[config.mk]
export PLATFORM = sky130hd
export DESIGN_NAME = isramsd_req_encoder
export DESIGN_NICKNAME = d
export VERILOG_FILES = /design/src/rtl/isramsd_req_encoder.sv
export SDC_FILE = /design/constraint.sdc
export NUM_CORES = 1
export LEC_CHECK = 0
export CAP_MARGIN = 20
export CORE_UTILIZATION = 45
export DETAILED_ROUTE_END_ITERATION = 8
export GPL_ROUTABILITY_DRIVEN = 0
export PLACE_DENSITY_LB_ADDON = 0.2
export SYNTH_ARGS = -nofsm -noshare
export SYNTH_HDL_FRONTEND = slang
export SYNTH_SLANG_ARGS = --single-unit
[constraint.sdc]
create_clock -name clk -period 2.5 [get_ports clk]
set_input_delay 0.25 -clock clk [delete_from_list [all_inputs] [get_ports clk]]
set_output_delay 0.25 -clock clk [all_outputs]
set_load 0.05 [all_outputs]
[src/rtl/isramsd_req_encoder.sv]
// ---------------------------------------------------------------------------
// isramsd_req_encoder
//
// Purpose: collects per-wordline request strobes into a pending register and
// hands them out one at a time as a registered 3-bit row address with a
// valid/ready handshake. There is one bubble cycle after each handshake.
//
// Ports:
//   clk      - single clock; all state updates on its rising edge
//   rst_n    - asynchronous active-low reset
//   enbl     - request-capture enable; when low, req is ignored
//   req[7:0] - request strobes; bit i requests row i
//   a[2:0]   - encoded row address (registered; holds its last value while idle)
//   a_valid  - a holds a valid encoded address
//   a_ready  - consumer accepts a on an edge where a_valid && a_ready
//   pend[7:0]- current pending-request register
//   ovf      - sticky flag: a request merged into an already-pending bit
//
// Handshake: once a_valid rises, a and a_valid stay stable until an edge on
// which a_ready is high; that edge completes the transfer and drops a_valid.
// a_ready while a_valid is low is ignored.
//
// Configuration: define ISRAMSD_RR_EN for round-robin selection (search starts
// one past the last granted index). Without it, the lowest-index pending bit
// wins and no pointer register exists.
// ---------------------------------------------------------------------------
module isramsd_req_encoder (
  input  logic       clk,
  input  logic       rst_n,
  input  logic       enbl,
  input  logic [7:0] req,
  output logic [2:0] a,
  output logic       a_valid,
  input  logic       a_ready,
  output logic [7:0] pend,
  output logic       ovf
);

  typedef enum logic {
    IDLE = 1'b0,
    HOLD = 1'b1
  } state_e;

  state_e     state_q, state_d;
  logic [2:0] a_q, a_d;
  logic       a_valid_q, a_valid_d;
  logic [7:0] pend_q, pend_d;
  logic       ovf_q, ovf_d;

  logic [7:0] req_en;
  logic [7:0] clr;
  logic [2:0] grant_idx;

`ifdef ISRAMSD_RR_EN
  logic [2:0] ptr_q, ptr_d;

  // Search starts at ptr+1 and wraps through 3-bit arithmetic. Walking the
  // offsets downward lets the smallest offset overwrite the result last.
  always_comb begin
    logic [2:0] idx;
    grant_idx = 3'd0;
    idx       = 3'd0;
    for (int k = 7; k >= 0; k--) begin
      idx = ptr_q + 3'd1 + 3'(k);
      if (pend_q[idx]) grant_idx = idx;
    end
  end
`else
  // Fixed priority: the lowest set index is assigned last and so wins.
  always_comb begin
    grant_idx = 3'd0;
    for (int i = 7; i >= 0; i--) begin
      if (pend_q[i]) grant_idx = 3'(i);
    end
  end
`endif

  always_comb begin
    req_en    = req & {8{enbl}};
    state_d   = state_q;
    a_d       = a_q;
    a_valid_d = a_valid_q;
    clr       = 8'h00;

    case (state_q)
      IDLE: begin
        if (|pend_q) begin
          a_d       = grant_idx;
          a_valid_d = 1'b1;
          clr       = 8'h01 << grant_idx;
          state_d   = HOLD;
        end
      end
      HOLD: begin
        if (a_ready) begin
          a_valid_d = 1'b0;
          state_d   = IDLE;
        end
      end
      default: begin
        a_valid_d = 1'b0;
        state_d   = IDLE;
      end
    endcase

    // A new request on the bit being granted this edge survives the clear.
    pend_d = (pend_q & ~clr) | req_en;
    // Merging into a bit that is pending and not being granted loses a request.
    ovf_d  = ovf_q | (|(req_en & pend_q & ~clr));
  end

`ifdef ISRAMSD_RR_EN
  always_comb begin
    ptr_d = ptr_q;
    if (clr != 8'h00) ptr_d = grant_idx;
  end
`endif

  always_ff @(posedge clk or negedge rst_n) begin
    if (!rst_n) begin
      state_q   <= IDLE;
      a_q       <= 3'd0;
      a_valid_q <= 1'b0;
      pend_q    <= 8'h00;
      ovf_q     <= 1'b0;
    end else begin
      state_q   <= state_d;
      a_q       <= a_d;
      a_valid_q <= a_valid_d;
      pend_q    <= pend_d;
      ovf_q     <= ovf_d;
    end
  end

`ifdef ISRAMSD_RR_EN
  // Reset to 7 so the first search starts at index 0, matching fixed priority.
  always_ff @(posedge clk or negedge rst_n) begin
    if (!rst_n) ptr_q <= 3'd7;
    else        ptr_q <= ptr_d;
  end
`endif

  assign a       = a_q;
  assign a_valid = a_valid_q;
  assign pend    = pend_q;
  assign ovf     = ovf_q;

endmodule
======== After elaboration in Yosys (flattened, before gate mapping) ========
Cells that the tools add are included.
word-level totals
  flip-flop bits (word level) ............. 14
operators by class
  eq/ne operators ......................... 2
  bitwise logic cells ..................... 8
  multiplexer cells ....................... 16
  shift-type cells ........................ 1
  reduce and logical (&&, ||, !) cells .... 4
operators with widths
  kind                                              number
  bitwise AND 8 bit                                 4
  two-way mux 3 bit                                 8
  two-way mux 8 bit                                 2
  OR reduction 8 bit                                2
  inverter 8 bit                                    1
  bitwise OR 8 bit                                  1
  << shifter 1 x 3 -> 8 bit (first input constant)  1
  two-way mux 1 bit                                 4
  != test 2 bit (second input constant)             2
  case mux 1 bit (2 select lines)                   2
  AND reduction 2 bit                               2
  inverter 1 bit                                    1
  bitwise OR 1 bit                                  1

======== Longest topological paths before layout ========
Gate-level depths: netlist of run 1.
  depth after elaboration ................. 15
  gate-level depth with buffers ........... 5
  gate-level depth less buffers ........... 4

======== Worst setup path before layout of run 1 ========
No wires, ideal clock.
  path type ............................... register to register
  from .................................... reg pend_q[1], in the netlist pend[1]
  to ...................................... reg a_q[0], in the netlist a[0]
  stages on the path, launching flop included .. 5
  arrival ................................. 1639 ps
  path buffers ............................ 0
  library setup time ...................... 128 ps
  path slack .............................. 734 ps
  period minus slack after synthesis ...... 1766 ps
  cell sequence ........................... dfrtp_1 -> nor4_2 -> nand2_1 -> nand2_1 -> mux2_1
on the way
  word-level cells in the longest chain between the ends .. 2
ends and longest elaborated chain
  element                                                             line    source
  from (decl)                                                         47      logic [7:0] pend_q, pend_d;
  from (signal assigned)                                              130     pend_q <= pend_d;
  OR reduction 8 bit or two-way mux 3 bit (tied branches)             87, 73
  AND reduction 2 bit (no line) or two-way mux 3 bit (tied branches)  -
  to (signal assigned)                                                122     a_q <= 3'd0;
  to (signal assigned)                                                128     a_q <= a_d;
  to (decl)                                                           45      logic [2:0] a_q, a_d;
Several ways; a longest one is shown, not always the timed one.
A chain may end at the register's enable or synchronous reset.

======== Worst setup path after layout of run 1 ========
  from .................................... reg pend_q[0], in the netlist pend[0]
  to ...................................... out pend[0]
RTL lines
  element    line  source
  to (decl)  35    output logic [7:0] pend,
No word-level cell between the ends.

==> summary.txt, run 1 <==
STATUS
------------------------------------------------------------------------------
Run status ...................................................... finished, final reports clean

DETAILED ROUTING
------------------------------------------------------------------------------
Detailed-route DRC error count ..................................            0
WL per Instance .................................................     14.75 µm
Total vias in the final route ...................................          630
DRT Wirelength ..................................................     1.623 mm
DRT antenna net count ...........................................            0
Via/cell ratio ..................................................        5.727
First-iteration detailed-routing DRC count ......................           22
Pre-Repair DR Iteration Count ...................................            4

PLACE
------------------------------------------------------------------------------
Port bufs .......................................................           24
Estimated wirelength of the detail-placed design ................     1.221 mm

STA
------------------------------------------------------------------------------
Post-route clock period utilization .............................       74.40%
Post-route minimum period .......................................      1860 ps
Setup TNS .......................................................         0 ps
Pins over their slew limit ......................................            0
Min Hold Slack ..................................................     343.0 ps
RSZ-0062 raised after global routing ............................        false
Actual slew at the worst max-slew pin ...........................     630.5 ps
Final Hold Viols ................................................            0
Setup-failing EPs final .........................................            0
Largest clock skew in the final design ..........................     7.833 ps
Peak Freq .......................................................   0.5376 GHz
Max_slew headroom ...............................................       57.84%

CLOCK TREE
------------------------------------------------------------------------------
Number of hold-repair buffers added at the cts stage ............            0
Post-CTS setup buffers ..........................................            0
Count of cells resized by post-cts repair .......................            0
Maximum root-to-sink buffer count ...............................            2
Clock sink count ................................................           14
CTS tree ........................................................          yes
Insertion delay of the later-clocked pin in the worst-skew pair .       290 ps
Library cell used as clock root buffer .......................... sky130_fd_sc_hd__clkbuf_4
Clock Pin Slew Worst Setup and Hold Paths .......................        90 ps
H-tree levels ...................................................            1
Num CTS Buffers .................................................            3

YOSYS
------------------------------------------------------------------------------
Synthesis warning total .........................................            0
Post-Syn Area per Cell ..........................................    10.03 µm²
Post-synthesis cell type count ..................................           30
Post-Syn Area ...................................................    691.9 µm²
Sequential share of the synthesized area ........................       50.63%
FF+latch count, synth ...........................................           14
Gate Count Post-Synth ...........................................           69
Mapped Nets .....................................................           81

CRITICAL PATH
------------------------------------------------------------------------------
Setup crit start kind ...........................................    flip-flop
Cell-by-cell trace of the critical path ......................... clkdlybuf4s50_1
Arrival @ worst endpoint ........................................      1610 ps
Worst path bufs/invs ............................................            1
Worst path max stage delay ......................................       850 ps
Critical path data required time ................................      2250 ps
CP Max Fanout ...................................................            8
Worst path slowest cell ......................................... sky130_fd_sc_hd__clkdlybuf4s50_1
Type of destination of the critical path ........................   output pin
Startpoint-to-endpoint class of the critical path ...............   reg -> out
CP top delay family ............................................. buffers and inverters

MIN PATH
------------------------------------------------------------------------------
Min-delay worst type ............................................  in -> async

GLOBAL ROUTING
------------------------------------------------------------------------------
Initial antenna violation count .................................            0
Vias in the first global route ..................................          552
Final global-route overflow total ...............................            0
Global-route wire length before repair ..........................     2.484 mm
Overall global routing resource usage ...........................       23.79%
Largest net degree at the start of global routing ...............           15

LAYOUT
------------------------------------------------------------------------------
Most frequent cells in the layout ............................... 24 x sky130_fd_sc_hd__clkdlybuf4s50_1, 14 x sky130_fd_sc_hd__nand2_1, 14 x sky130_fd_sc_hd__dfrtp_1
FF+latch area ...................................................    350.3 µm²
Area of the multi-input gates ...................................    315.3 µm²
Number of filler cells placed in the layout .....................          113
Ant diodes ......................................................            0
Share of the core filled with cells in the final layout .........       71.15%
Most common cell after layout, fill and taps aside .............. sky130_fd_sc_hd__clkdlybuf4s50_1
Layout cells sized above 1 ......................................       6.316%
Area added between synthesis and finish .........................       40.51%
Total Nets Final ................................................          108

FLOORPLANNING
------------------------------------------------------------------------------
Number of top-level design ports ................................           25
Core Box Area ................................................... 0.001366 mm²
Die boundary height .............................................     41.21 µm
Area enclosed by the die boundary ............................... 0.001698 mm²
Starting density of the core ....................................       50.64%
Std-Cell Rows ...................................................           13
DIE WIDTH .......................................................     41.21 µm

FLOW RUN
------------------------------------------------------------------------------
Number of max-capacitance violations reported ...................            0

POWER
------------------------------------------------------------------------------
Leakage component of the power .................................. 0.0003895 µW
Power density over the cells ....................................  1033 mW/mm²
Worst VDD drop ..................................................     420.4 µV

[cell families after synthesis]
family	synth area share, %
and+or+nand+nor	18.27
AOI/OAI and AO/OA	24.05
DFF	50.63
buffers and inverters	3.797
muxes	3.255
[final timing paths]
path | slack (ps) | to | startpoint | cells past startpoint
max | 640 | pend[0] | pend[0] | 1
min | 340 | a[2] | rst_n | 1
max reg2reg | 760 | a[1] | pend[1] | 4
min reg2reg | 480 | a_valid | a_valid | 2
max in group asynchronous | 1740 | a[1] | rst_n | 1
min in group clk | 480 | a_valid | a_valid | 2
[stage by stage]
stage / total power, µW / instances / worst slack [ps] / area (µm²)
after floorplan: 688.5 / 69 / 733.7 / 691.9
after global placement: 836.4 / 106 / 731.3 / 935.9
after detailed placement: 842.4 / 106 / 687.5 / 935.9
after CTS: 1007 / 110 / 645.1 / 972.2
after global routing: 1058 / 110 / 565.2 / 972.2
final: 1004 / 110 / 640.0 / 972.2
[final cells by class]
type	count	share of cell area, %
Clock buffer	4	3.732
Timing Repair Buffer	24	24.71
Inverter	3	1.158
Tap cell	15	1.931
Multi-Input combinational cell	50	32.43
Sequential cell	14	36.04
[synth_stat cells]
library cell / count / area, µm²
sky130_fd_sc_hd__o21bai_1: 1 / 7.510
sky130_fd_sc_hd__o22a_1: 1 / 8.760
sky130_fd_sc_hd__a32oi_1: 1 / 8.760
sky130_fd_sc_hd__a41oi_1: 1 / 8.760
sky130_fd_sc_hd__a211oi_1: 2 / 15.01
sky130_fd_sc_hd__or2_1: 1 / 6.260
sky130_fd_sc_hd__nand3_1: 1 / 5.000
sky130_fd_sc_hd__clkbuf_1: 1 / 3.750
sky130_fd_sc_hd__inv_1: 2 / 7.510
sky130_fd_sc_hd__a211oi_2: 1 / 12.51
sky130_fd_sc_hd__and3_1: 1 / 6.260
sky130_fd_sc_hd__nand2_1: 14 / 52.55
sky130_fd_sc_hd__buf_6: 1 / 11.26
sky130_fd_sc_hd__or3_1: 1 / 6.260
sky130_fd_sc_hd__a22o_1: 5 / 43.79
sky130_fd_sc_hd__o211ai_1: 1 / 7.510
sky130_fd_sc_hd__nor4_2: 1 / 12.51
sky130_fd_sc_hd__nor2b_1: 1 / 6.260
sky130_fd_sc_hd__a221oi_1: 1 / 8.760
sky130_fd_sc_hd__dfrtp_1: 14 / 350.3
sky130_fd_sc_hd__nor4_1: 1 / 6.260
sky130_fd_sc_hd__and2_1: 1 / 6.260
sky130_fd_sc_hd__mux2_1: 2 / 22.52
sky130_fd_sc_hd__o21ai_0: 2 / 10.01
sky130_fd_sc_hd__a22oi_1: 1 / 7.510
sky130_fd_sc_hd__o2111ai_1: 1 / 8.760
sky130_fd_sc_hd__o221ai_1: 1 / 8.760
sky130_fd_sc_hd__clkinv_1: 1 / 3.750
sky130_fd_sc_hd__nor2_1: 5 / 18.77
sky130_fd_sc_hd__o21ai_1: 2 / 10.01
[registers in the layout (all words and copies together), names as in the netlist]
| signal | cells |
|---|---|
| a_valid | 1 |
| a | 3 |
| ovf | 1 |
| pend | 8 |
| state_q | 1 |
[routing by layer]
metal / GRT usage (%) / vias up / wire length (µm)
met5: 0 / - / 0
met4: 13.71 / 0 / 43
met3: 7.609 / 6 / 97
met2: 35.16 / 24 / 736
met1: 30.10 / 287 / 746
li1: - / 313 / -
[report_power, final]
part / leakage [µW] / total, µW / switching (µW) / internal, µW
registers: 0.000145 / 373 / 83.9 / 289
logic: 0.000223 / 464 / 290 / 174
clock network: 0.0000210 / 167 / 78.2 / 88.8
No activity file was read; power rests on OpenSTA's default activity.
==> run 2: changes to the inputs <==
Settings changed: CORE_UTILIZATION 45 to 38.
Clock period 2.5 ns to 1.7 ns, I/O delays scaled along.
==> summary.txt, run 2 (synthesized netlist as in run 1, its figures left out) <==
STA
------------------------------------------------------------------------------
RSZ-0062 raised after global routing ............................        false   unchanged
Setup TNS .......................................................         0 ps   unchanged
Actual slew at the worst max-slew pin ...........................     628.0 ps   was 630.5 ps
Post-route clock period utilization .............................       94.90%
Post-route minimum period .......................................      1613 ps
Max_slew headroom ...............................................       58.00%   was 57.84%
Peak Freq .......................................................   0.6198 GHz
Final Hold Viols ................................................            0   unchanged
Largest clock skew in the final design ..........................     3.165 ps   was 7.833 ps
Min Hold Slack ..................................................     273.6 ps   was 343.0 ps
Setup-failing EPs final .........................................            0   unchanged
Pins over their slew limit ......................................            0   unchanged

POWER
------------------------------------------------------------------------------
Pwr Total .......................................................      1494 µW   was 1004 µW
Power density over the cells ....................................  1467 mW/mm²   was 1033 mW/mm²
Leakage component of the power .................................. 0.0004174 µW   was 0.0003895 µW
Worst VDD drop ..................................................     655.9 µV   was 420.4 µV

CRITICAL PATH
------------------------------------------------------------------------------
Type of destination of the critical path ........................   output pin   unchanged
Worst path slowest cell ......................................... sky130_fd_sc_hd__clkdlybuf4s50_1   unchanged
Startpoint-to-endpoint class of the critical path ...............   reg -> out   unchanged
Startpoint of the most critical setup path ......................         a[2]   was pend[0]
Slack of the worst reg-to-reg path ..............................        90 ps   was 760 ps
Arrival @ worst endpoint ........................................      1440 ps   was 1610 ps
Worst path max stage delay ......................................       810 ps   was 850 ps
Worst path bufs/invs ............................................            1   unchanged
Reg2reg start ...................................................      pend[0]   was pend[1]
Critical path data required time ................................      1530 ps   was 2250 ps
CP top delay family ............................................. buffers and inverters   unchanged
Cell-by-cell trace of the critical path ......................... clkdlybuf4s50_1   unchanged
CP Max Fanout ...................................................            2   was 8
Setup crit start kind ...........................................    flip-flop   unchanged

DETAILED ROUTING
------------------------------------------------------------------------------
Pre-Repair DR Iteration Count ...................................            4   unchanged
WL per Instance .................................................     13.46 µm   was 14.75 µm
DRT Wirelength ..................................................     1.710 mm   was 1.623 mm
Via/cell ratio ..................................................        5.299   was 5.727
DRT antenna net count ...........................................            0   unchanged
Detailed-route DRC error count ..................................            0   unchanged
First-iteration detailed-routing DRC count ......................           32   was 22
Total vias in the final route ...................................          673   was 630

CLOCK TREE
------------------------------------------------------------------------------
Clock Pin Slew Worst Setup and Hold Paths .......................        80 ps   was 90 ps
Count of cells resized by post-cts repair .......................            0   unchanged
Insertion delay of the later-clocked pin in the worst-skew pair .       280 ps   was 290 ps
Library cell used as clock root buffer .......................... sky130_fd_sc_hd__clkbuf_4   unchanged
Num CTS Buffers .................................................            3   unchanged
Clock sink count ................................................           14   unchanged
Maximum root-to-sink buffer count ...............................            2   unchanged
H-tree levels ...................................................            1   unchanged
CTS tree ........................................................          yes   unchanged

LAYOUT
------------------------------------------------------------------------------
Total Nets Final ................................................          115   was 108
Most frequent cells in the layout ............................... 16 x sky130_fd_sc_hd__clkdlybuf4s50_1, 15 x sky130_fd_sc_hd__buf_4, 14 x sky130_fd_sc_hd__nand2_1   was 24 x sky130_fd_sc_hd__clkdlybuf4s50_1, 14 x sky130_fd_sc_hd__nand2_1, 14 x sky130_fd_sc_hd__dfrtp_1
Ant diodes ......................................................            0   unchanged
Number of filler cells placed in the layout .....................          142   was 113
Area added between synthesis and finish .........................       47.20%   was 40.51%
Share of the core filled with cells in the final layout .........       59.63%   was 71.15%
Number of flip-flops in the largest register ....................            8   unchanged
Most common cell after layout, fill and taps aside .............. sky130_fd_sc_hd__clkdlybuf4s50_1   unchanged
Layout cells sized above 1 ......................................       21.57%   was 6.316%

FLOORPLANNING
------------------------------------------------------------------------------
Die boundary height .............................................     44.67 µm   was 41.21 µm
Area enclosed by the die boundary ............................... 0.001995 mm²   was 0.001698 mm²
DIE WIDTH .......................................................     44.67 µm   was 41.21 µm
Std-Cell Rows ...................................................           15   was 13
Starting density of the core ....................................       40.51%   was 50.64%
Core Box Area ................................................... 0.001708 mm²   was 0.001366 mm²
Number of top-level design ports ................................           25   unchanged

GLOBAL ROUTING
------------------------------------------------------------------------------
Initial antenna violation count .................................            0   unchanged
Vias in the first global route ..................................          611   was 552
Global-route wire length before repair ..........................     2.684 mm   was 2.484 mm
Overall global routing resource usage ...........................       18.93%   was 23.79%
Final global-route overflow total ...............................            0   unchanged
Largest net degree at the start of global routing ...............           15   unchanged

STATUS
------------------------------------------------------------------------------
Run status ...................................................... finished, final reports clean   unchanged

FLOW RUN
------------------------------------------------------------------------------
Number of max-capacitance violations reported ...................            0   unchanged

MIN PATH
------------------------------------------------------------------------------
Min-delay worst type ............................................  in -> async   unchanged

PLACE
------------------------------------------------------------------------------
Port bufs .......................................................           24   unchanged
Estimated wirelength of the detail-placed design ................     1.301 mm   was 1.221 mm

[run 2: path summary, 6_finish.rpt]
path / to / cells after the start
worst max-delay path: a[2] / 1
worst min-delay path: pend[3] / 1
worst max register to register: ovf / 4
worst min register to register: a_valid / 2
max in group asynchronous: pend[1] / 1
min in group clk: pend[1] / 3
[run 2: metrics by stage]
stage / setup slack, ps / std cells / area (µm²)
6_report: 86.69 / 127 / 1018
5_1_grt: 25.73 / 127 / 1018
4_1_cts: 66.45 / 126 / 1011
3_5_place_dp: 71.15 / 122 / 984.7
3_3_place_gp: 55.87 / 122 / 984.7
2_1_floorplan: 33.04 / 69 / 703.2
[run 2: where the power goes]
group	switching, µW	leakage (µW)	total (µW)	internal [µW]
Clock	108	0.0000150	199	91.1
Combinational	486	0.000259	769	283
Sequential	96.5	0.000143	527	430
Total	690	0.000417	1490	804
[run 2: final cells by class]
cell class	count	area (µm²)	area share (%)
tap	25	31.28	3.071
timing repair buffer	31	272.8	26.78
clock buffer	4	26.28	2.580
multi-input combinational	50	324.1	31.82
sequential	14	352.8	34.64
inverter	3	11.26	1.106
[run 2: layer usage]
| metal | track usage [%] | up-vias | wire length, µm |
|---|---|---|---|
| li1 | - | 322 | - |
| met3 | 3.673 | 4 | 103 |
| met2 | 29.71 | 35 | 815 |
| met5 | 0 | - | 0 |
| met4 | 9.091 | 0 | 26 |
| met1 | 25.00 | 312 | 764 |
[run 2: repair_timing]
item	CTS	global route
setup buffers	0	1
hold buffers	0	0
setup endpoints to repair	0	2
